[src/rtl/qbus_dma_arb.sv]
// Round-robin DMA arbiter for the vm2 QBUS: collects requests from NREQ on-chip
// masters, runs the DMR/DMGO/SACK handshake with the CPU and grants the bus to
// one master at a time once no CPU cycle is in flight.
module qbus_dma_arb #(
  parameter int unsigned NREQ     = 4,
  parameter int unsigned TMO      = 1024,
  parameter int unsigned HOLD_MAX = 0
) (
  input  logic            wb_clk_i,
  input  logic            wb_rst_i,
  input  logic [NREQ-1:0] req_i,
  input  logic [NREQ-1:0] done_i,
  output logic [NREQ-1:0] gnt_o,
  output logic            own_o,
  output logic            err_o,
  output logic            qb_dmr_n,
  output logic            qb_sack_n,
  input  logic            qb_dmgo_n,
  input  logic            qb_sync_n,
  input  logic            qb_rply_n
);

  localparam int unsigned PW = (NREQ > 1) ? $clog2(NREQ) : 1;
  localparam int unsigned TW = $clog2(TMO);
  localparam int unsigned HW = (HOLD_MAX == 0) ? 1 : $clog2(HOLD_MAX + 1);

  typedef enum logic [2:0] {
    S_IDLE,
    S_REQ,
    S_WAIT_IDLE,
    S_OWN,
    S_RELEASE
  } state_e;

  state_e          state_q, state_d;
  logic [2:0]      sync1_q, sync1_d, sync2_q, sync2_d;
  logic            dmgo_s, sync_s, rply_s;
  logic [PW-1:0]   ptr_q, ptr_d, win_q, win_d, win_idx, cand;
  logic            win_found;
  logic [TW-1:0]   tcnt_q, tcnt_d;
  logic [HW-1:0]   hcnt_q, hcnt_d;
  logic [NREQ-1:0] gnt_q, gnt_d;
  logic            own_q, own_d, err_q, err_d;
  logic            dmr_n_q, dmr_n_d, sack_n_q, sack_n_d;
  logic            hold_rel, rel;

  // Bus control lines are asynchronous to wb_clk_i: two-stage synchronizers
  always_comb begin
    sync1_d = {qb_dmgo_n, qb_sync_n, qb_rply_n};
    sync2_d = sync1_q;
  end

  assign dmgo_s = ~sync2_q[2];
  assign sync_s = ~sync2_q[1];
  assign rply_s = ~sync2_q[0];

  // Round-robin pick: first requester at or above ptr, wrapping modulo NREQ
  always_comb begin
    win_found = 1'b0;
    win_idx   = ptr_q;
    cand      = '0;
    for (int i = 0; i < int'(NREQ); i++) begin
      cand = PW'((int'(ptr_q) + i) % int'(NREQ));
      if (!win_found && req_i[cand]) begin
        win_found = 1'b1;
        win_idx   = cand;
      end
    end
  end

  // Next-state and registered-output logic for the DMA handshake
  always_comb begin
    state_d  = state_q;
    win_d    = win_q;
    ptr_d    = ptr_q;
    tcnt_d   = tcnt_q;
    hcnt_d   = hcnt_q;
    gnt_d    = gnt_q;
    own_d    = own_q;
    err_d    = 1'b0;
    dmr_n_d  = dmr_n_q;
    sack_n_d = sack_n_q;
    hold_rel = 1'b0;
    rel      = 1'b0;

    case (state_q)
      S_IDLE: begin
        dmr_n_d  = 1'b1;
        sack_n_d = 1'b1;
        gnt_d    = '0;
        own_d    = 1'b0;
        if (win_found) begin
          win_d   = win_idx;
          dmr_n_d = 1'b0;
          tcnt_d  = '0;
          state_d = S_REQ;
        end
      end

      S_REQ: begin
        tcnt_d = tcnt_q + TW'(1);
        if (dmgo_s) begin
          state_d = S_WAIT_IDLE;
        end else if (!req_i[win_q]) begin
          dmr_n_d = 1'b1;
          state_d = S_RELEASE;
        end else if (tcnt_q == TW'(TMO - 1)) begin
          err_d   = 1'b1;
          dmr_n_d = 1'b1;
          state_d = S_RELEASE;
        end
      end

      S_WAIT_IDLE: begin
        if (!sync_s && !rply_s) begin
          sack_n_d     = 1'b0;
          dmr_n_d      = 1'b1;
          gnt_d        = '0;
          gnt_d[win_q] = 1'b1;
          own_d        = 1'b1;
          hcnt_d       = '0;
          state_d      = S_OWN;
        end
      end

      S_OWN: begin
        if (hcnt_q != {HW{1'b1}}) hcnt_d = hcnt_q + HW'(1);
        // Forced hand-back only between transactions, never mid-cycle
        hold_rel = (HOLD_MAX != 0) && (hcnt_q >= HW'(HOLD_MAX)) && !sync_s;
        rel      = done_i[win_q] || !req_i[win_q] || hold_rel;
        if (rel) begin
          gnt_d    = '0;
          own_d    = 1'b0;
          sack_n_d = 1'b1;
          ptr_d    = (win_q == PW'(NREQ - 1)) ? '0 : win_q + PW'(1);
          state_d  = S_RELEASE;
        end
      end

      S_RELEASE: begin
        dmr_n_d  = 1'b1;
        sack_n_d = 1'b1;
        if (!dmgo_s) state_d = S_IDLE;
      end

      default: state_d = S_IDLE;
    endcase
  end

  // State and output registers, synchronous reset
  always_ff @(posedge wb_clk_i) begin
    if (wb_rst_i) begin
      state_q  <= S_IDLE;
      sync1_q  <= 3'b111;
      sync2_q  <= 3'b111;
      ptr_q    <= '0;
      win_q    <= '0;
      tcnt_q   <= '0;
      hcnt_q   <= '0;
      gnt_q    <= '0;
      own_q    <= 1'b0;
      err_q    <= 1'b0;
      dmr_n_q  <= 1'b1;
      sack_n_q <= 1'b1;
    end else begin
      state_q  <= state_d;
      sync1_q  <= sync1_d;
      sync2_q  <= sync2_d;
      ptr_q    <= ptr_d;
      win_q    <= win_d;
      tcnt_q   <= tcnt_d;
      hcnt_q   <= hcnt_d;
      gnt_q    <= gnt_d;
      own_q    <= own_d;
      err_q    <= err_d;
      dmr_n_q  <= dmr_n_d;
      sack_n_q <= sack_n_d;
    end
  end

  assign gnt_o     = gnt_q;
  assign own_o     = own_q;
  assign err_o     = err_q;
  assign qb_dmr_n  = dmr_n_q;
  assign qb_sack_n = sack_n_q;

endmodule

[config.mk]
export PLATFORM = sky130hd
export DESIGN_NAME = qbus_dma_arb
export DESIGN_NICKNAME = d
export VERILOG_FILES = /design/src/rtl/qbus_dma_arb.sv
export SDC_FILE = /design/constraint.sdc
export NUM_CORES = 1
export LEC_CHECK = 0
export ABC_CLOCK_PERIOD_IN_PS = 2100
export BUFFER_PORTS_ARGS = -buffer_cell sky130_fd_sc_hd__buf_2
export CORE_UTILIZATION = 50
export CTS_BUF_LIST = sky130_fd_sc_hd__clkbuf_16
export DETAILED_ROUTE_END_ITERATION = 10
export PLACE_DENSITY = 0.73
export SKIP_LAST_GASP = 1
export SLEW_MARGIN = 15
export SYNTH_ARGS = -nofsm -noshare
export SYNTH_HDL_FRONTEND = slang
export SYNTH_SLANG_ARGS = --single-unit
[constraint.sdc]
create_clock -name wb_clk_i -period 2.1 [get_ports wb_clk_i]
set_input_delay 0.21 -clock wb_clk_i [delete_from_list [all_inputs] [get_ports wb_clk_i]]
set_output_delay 0.21 -clock wb_clk_i [all_outputs]
set_load 0.01 [all_outputs]
==> impl_metrics.yaml, run 1 <==
floorplan:
  die-width_um: 56.6
  initial_core_util_pct: 53.7
  die_h_um: 56.6
  dieArea_mm2: 0.00321
  coreArea_mm2: 0.00278
  ioPinCount: 21
  core.rowCount: 19
clock_tree:
  htree_num_levels: 2
  tritoncts: "built"
  clk_pin_slew_ps: 50
  clock_sinks: 31
  cts_made_buffers: 5
  cts_resized: 0
  clock_latency_ps: 280
  hold_buffers: 0
  postCtsSetupRepairBufs: 0
  cts_root_buffer: "clkbuf_16"
  clockBufferDepth: 2
setup_path:
  worst_ep_arrival_time_ps: 1880
  worstPathRequired_ps: 2300
  cp_max_fo: 6
  end_kind: "flip-flop"
  critPathKind: "flip-flop to flip-flop"
  startpoint_type: "flip-flop"
  r2r_cells: 5
  timing.rr.start: "win_q[0]$_SDFFE_PP0P_"
  rr_endpoint: "state_q[2]$_SDFFE_PP0P_"
  reg2reg_slack_ps: 420
sta:
  setup-tns-final_ps: 0
  fin_crit_ps: 1680
  setup_ws_ps: 420
  setup_viol: 0
  period_share_pct: 80.0
  skew_ps: 2.19
  rsz0062_at_grt: "no"
  worstMarginPinSlew_ps: 538
  finalHoldViolCount: 0
  slew_headroom_pct: 63.8
  max_freq_ghz: 0.595
  slew_violations: 0
synthesis:
  synth_common_cells: "dfxtp_1, nor2_1, nand2_1"
  syn-num-nets: 185
  syn_inst: 167
  ys.flop_type: "dfxtp_1"
  netlist_area_mm2: 0.00149
  synth_top_area_share_pct: 41.6
  synth_most_common_cell: "dfxtp_1"
  synth_cell_types: 39
  synth_edf_count: 0
  yosys_warnings: 0
  synth_area_leaders: "dfxtp_1, nor2_1, ha_1, xor2_1, nand2b_1"
  synth_area_per_cell_um2: 8.94
  synth_seq_area_share_pct: 41.6
  synthArstFlopShare_pct: 0
  synth.ff_latch_count: 31
  yosysTopAreaCell: "dfxtp_1"
power_and_ir_drop:
  seq_power_share_pct: 36.3
  cellPowerDensity_mw_per_mm2: 1000
  combPwrFrac_pct: 12.4
  ir_drop_mv: 0.792
  clkPwrFrac_pct: 51.3
  internal_power_w: 0.00139
  swShare_pct: 23.5
  p_sw_w: 0.000428
  p_leak_nw: 0.768
grt:
  gr-total-overflow: 0
  grt_max_degree: 22
  antenna_found_initial: 0
  grt.total_usage_pct: 22.0
  grt_pass1_vias: 1212
  grt_pass1_wl_um: 5350
place:
  port_buffers: 20
  place_ws_ps: 409
  place_hpwl_um: 2190
  dp.cells: 215
  gp_congestion: 0.863
layout:
  antennaDiodeCount: 0
  instances_no_fill: 223
  syn_to_final_growth_pct: 21.7
  layout-drive-gt1-share_pct: 22.9
  final_nets: 209
routing:
  firstDrtPassIters: 4
  wire_per_inst_um: 13.7
  ant_nets: 0
  wl_met2_um: 1430
  routed_wl_um: 3050
  viasPerCell: 5.69
  drt_iter0_markers: 35
  wl_met3_um: 108
  topRoutingLayerUsed: "met4"
  drc: 0
  num_vias: 1268
  drt-met1-wl_um: 1420
worst_hold_path:
  min_to: "sync1_q[0]$_SDFF_PP1_"
  hp-class: "primary input to flip-flop"
  holdPathStages: 2
  hp-start: "qb_rply_n"
outcome:
  status: "finished, final reports clean"
flow_run:
  cap_violations: 0
[worst max path at each step]
stage / slack (ps) / end / depth (start not counted) / start
after global routing: 270 / state_q[2]$_SDFFE_PP0P_ / 5 / win_q[0]$_SDFFE_PP0P_
final: 420 / state_q[2]$_SDFFE_PP0P_ / 5 / win_q[0]$_SDFFE_PP0P_
after detailed placement: 410 / state_q[2]$_SDFFE_PP0P_ / 5 / win_q[0]$_SDFFE_PP0P_
after floorplan: 550 / gnt_o[0]$_SDFFE_PP0P_ / 5 / win_q[0]$_SDFFE_PP0P_
after global placement: 450 / state_q[2]$_SDFFE_PP0P_ / 5 / win_q[0]$_SDFFE_PP0P_
after CTS: 410 / state_q[2]$_SDFFE_PP0P_ / 5 / win_q[0]$_SDFFE_PP0P_
[final cells by class]
class                   instances  area, µm²
flip-flops and latches         31        621
well taps                      31       38.8
repair buffers                 22        115
inverters                       4       15.0
clock inverters                 3       67.6
clock buffers                   5        125
fillers                       230        965
multi-input cells             127        835
[power by group through the flow]
stage / Combinational, W / Sequential, W / Clock, W
floorplan: 0.000176 / 0.000651 / 0
global placement: 0.000218 / 0.000670 / 0
detailed placement: 0.000224 / 0.000671 / 0
CTS: 0.000226 / 0.000659 / 0.000947
global route: 0.000255 / 0.000666 / 0.000971
finish: 0.000226 / 0.000661 / 0.000935
[critical path, stage by stage, from the launching register on]
cell	delay, ps
dfxtp_1	440
mux4_2	570
nand3_1	150
nor2_1	60
a31o_2	220
nor3_1	160
[layer usage]
metal  vias to the layer above  global-route usage (%)
met4                         0                    11.5
met5                         -                       0
met2                        24                    33.1
met3                         9                    6.45
li1                        633                       -
met1                       602                    28.3
[through the flow]
step	power, W	util (%)	hold slack, ps	instance area [µm²]
finish	0.00182	65.3	113	1820
global route	0.00189	65.3	115	1820
global placement	0.000888	58.4	391	1620
floorplan	0.000827	-	314	1490
CTS	0.00183	65.3	113	1820
detailed placement	0.000895	58.4	397	1620
[state kept, by name, indices dropped and copies added (netlist names), 2 cells and up]
name     flops
tcnt_q      10
gnt_o        4
state_q      3
sync1_q      3
sync2_q      3
ptr_q        2
win_q        2
[cells in the final DEF (no fill, tap or decap), types with 2 or more instances in the layout]
cell,instances
dfxtp_1,31
nor2_1,21
buf_2,20
nand2_1,11
a21oi_1,9
nand2b_1,8
nor3_1,7
xor2_1,7
nand3_1,6
or2_2,6
ha_1,5
clkbuf_16,5
and3_1,4
nor3b_1,4
nor2b_1,4
a22o_1,4
inv_1,3
nand4_1,3
o21ai_0,3
and4_1,2
mux4_2,2
o22ai_1,2
mux2i_1,2
a21o_1,2
or3_1,2
bufinv_16,2
buf_4,2
[logic make-up after synthesis]
group | share of synthesized area [%]
muxes | 4.36
AOI/OAI and AO/OA | 13.4
buffers and inverters | 2.51
DFF | 41.6
and+or+nand+nor | 29.3
adders and majority gates | 4.19
xor gates and xnor gates | 4.69
Power figures use the tool's default switching activity.
==> run 2, diff against run 1 <==
Settings changed: ABC_CLOCK_PERIOD_IN_PS 2100 to 1600.
Clock period 2.1 ns to 1.6 ns, I/O delays scaled along.
==> run 2 against run 1 <==
Against the previous run: clock power decreased by 7.7%; clock skew increased by 1.0 ps; maximum frequency up 8.7%; largest cell class unchanged; final area increased by 2.5%; largest power group unchanged; highest routed layer unchanged; first-iteration DRC count grew 2.9%; flip-flop and latch count is the same; die area stayed put.
==> impl_metrics.yaml, run 2 (same netlist as run 1, synthesis figures left out) <==
clock_tree:
  postCtsSetupRepairBufs: 0
  clockBufferDepth: 2
  htree_num_levels: 2
  clk_pin_slew_ps: 50
  cts_root_buffer: "clkbuf_16"
  clock_latency_ps: 270
  cts_made_buffers: 5
  hold_buffers: 0
  tritoncts: "built"
  clock_sinks: 31
power_and_ir_drop:
  ir_drop_mv: 0.927
  seq_power_share_pct: 40.9
  clkPwrFrac_pct: 41.3
  combPwrFrac_pct: 17.8
  p_leak_nw: 0.811
  swShare_pct: 26.1
  cellPowerDensity_mw_per_mm2: 1120
  internal_power_w: 0.00154
  p_sw_w: 0.000545
floorplan:
  ioPinCount: 21
  core.rowCount: 19
  coreArea_mm2: 0.00278
  die_h_um: 56.6
  initial_core_util_pct: 53.7
  dieArea_mm2: 0.00321
  die-width_um: 56.6
outcome:
  status: "finished, final reports clean"
grt:
  gr-total-overflow: 0
  grt_max_degree: 22
  antenna_found_initial: 0
  grt.total_usage_pct: 21.4
  grt_pass1_wl_um: 5200
  grt_pass1_vias: 1214
routing:
  drt_iter0_markers: 36
  drc: 0
  viasPerCell: 5.68
  num_vias: 1317
  routed_wl_um: 3080
  wire_per_inst_um: 13.3
  firstDrtPassIters: 5
  ant_nets: 0
sta:
  slew_headroom_pct: 75.8
  slew_violations: 0
  rsz0062_at_grt: "no"
  worstMarginPinSlew_ps: 353
  finalHoldViolCount: 0
  max_freq_ghz: 0.647
  period_share_pct: 96.5
  setup-tns-final_ps: 0
  fin_crit_ps: 1540
  setup_viol: 0
  skew_ps: 3.20
setup_path:
  critPathKind: "flip-flop to flip-flop"
  cp_max_fo: 5
  worstPathRequired_ps: 1760
  end_kind: "flip-flop"
  worst_ep_arrival_time_ps: 1710
  startpoint_type: "flip-flop"
place:
  port_buffers: 20
  dpl_cell_area_mm2: 0.00169
  place_hpwl_um: 2280
  gp_congestion: 0.885
layout:
  largest_reg_flops: 10
  syn_to_final_growth_pct: 24.8
  final_common_cell: "dfxtp_1"
  antennaDiodeCount: 0
  final_nets: 218
  regMostFlops: "tcnt_q"
  finish.instance_area_mm2: 0.00186
  layout_common_cells: "dfxtp_1, nor2_1, buf_2, nand2_1, buf_4"
  layout-drive-gt1-share_pct: 29.9
flow_run:
  cap_violations: 0
worst_hold_path:
  hp-class: "primary input to flip-flop"
run 2: changes by cell type in the layout (fill, tap and decap cells not counted), sizes merged:
cell / delta
bufinv: -2
inv: +2
clkinvlp: -1
buf: +9
clkinv: +1
run 2: what timing repair did:
item | in CTS | in global routing
hold endpoints to repair | 0 | 0
gates resized for setup | 1 | 8
setup endpoints to repair | 3 | 9
run 2: path summary, 6_finish.rpt:
| path | from | end | slack (ps) | cells after the start |
|---|---|---|---|---|
| min | qb_dmgo_n | sync1_q[2]$_SDFF_PP1_ | 70 | 2 |
| max | win_q[0]$_SDFFE_PP0P_ | gnt_o[0]$_SDFFE_PP0P_ | 60 | 5 |
| max reg2reg | win_q[0]$_SDFFE_PP0P_ | gnt_o[0]$_SDFFE_PP0P_ | 60 | 5 |
| min reg2reg | sync1_q[1]$_SDFF_PP1_ | sync2_q[1]$_SDFF_PP1_ | 400 | 1 |
run 2: power by group through the flow:
stage	registers, W	logic (W)	clock network, W
4_1_cts	0.000850	0.000359	0.000883
3_3_place_gp	0.000863	0.000348	0
2_1_floorplan	0.000855	0.000231	0
6_report	0.000854	0.000372	0.000863
3_5_place_dp	0.000864	0.000357	0
5_1_grt	0.000858	0.000412	0.000916
run 2: area by class of cell:
type                            instances  area (µm²)
Fill cell                             219         918
Multi-Input combinational cell        127         866
Sequential cell                        31         623
Timing Repair Buffer                   31         183
Clock buffer                            5         125
Tap cell                               31        38.8
Inverter                                4        15.0
Clock inverter                          3        12.5
run 2: per-stage QoR:
step           instances  utilization, %  hold slack [ps]  power (W)  worst slack [ps]
2_1_floorplan        167               -              264    0.00109              54.9
4_1_cts              232            65.8             70.0    0.00209              47.0
6_report             232            67.0             73.1    0.00209              55.4
5_1_grt              232            67.0             72.4    0.00219              9.10
3_5_place_dp         224            60.8              350    0.00122              1.86
3_3_place_gp         224            60.8              346    0.00121              13.0
run 2: layer usage:
metal / part of all wire, % / wire length [µm] / global-route usage, %
met5: 0 / 0 / 0
met4: 1.9 / 59 / 10.1
met3: 5.8 / 178 / 7.14
met2: 48 / 1470 / 33.9
met1: 44 / 1370 / 25.9
run 2: worst max-delay path, stage by stage (launching register included):
cell and delay [ps]:
dfxtp_2 360, inv_2 70, mux4_2 400, a21oi_2 70, o31a_4 310, a22o_1 230
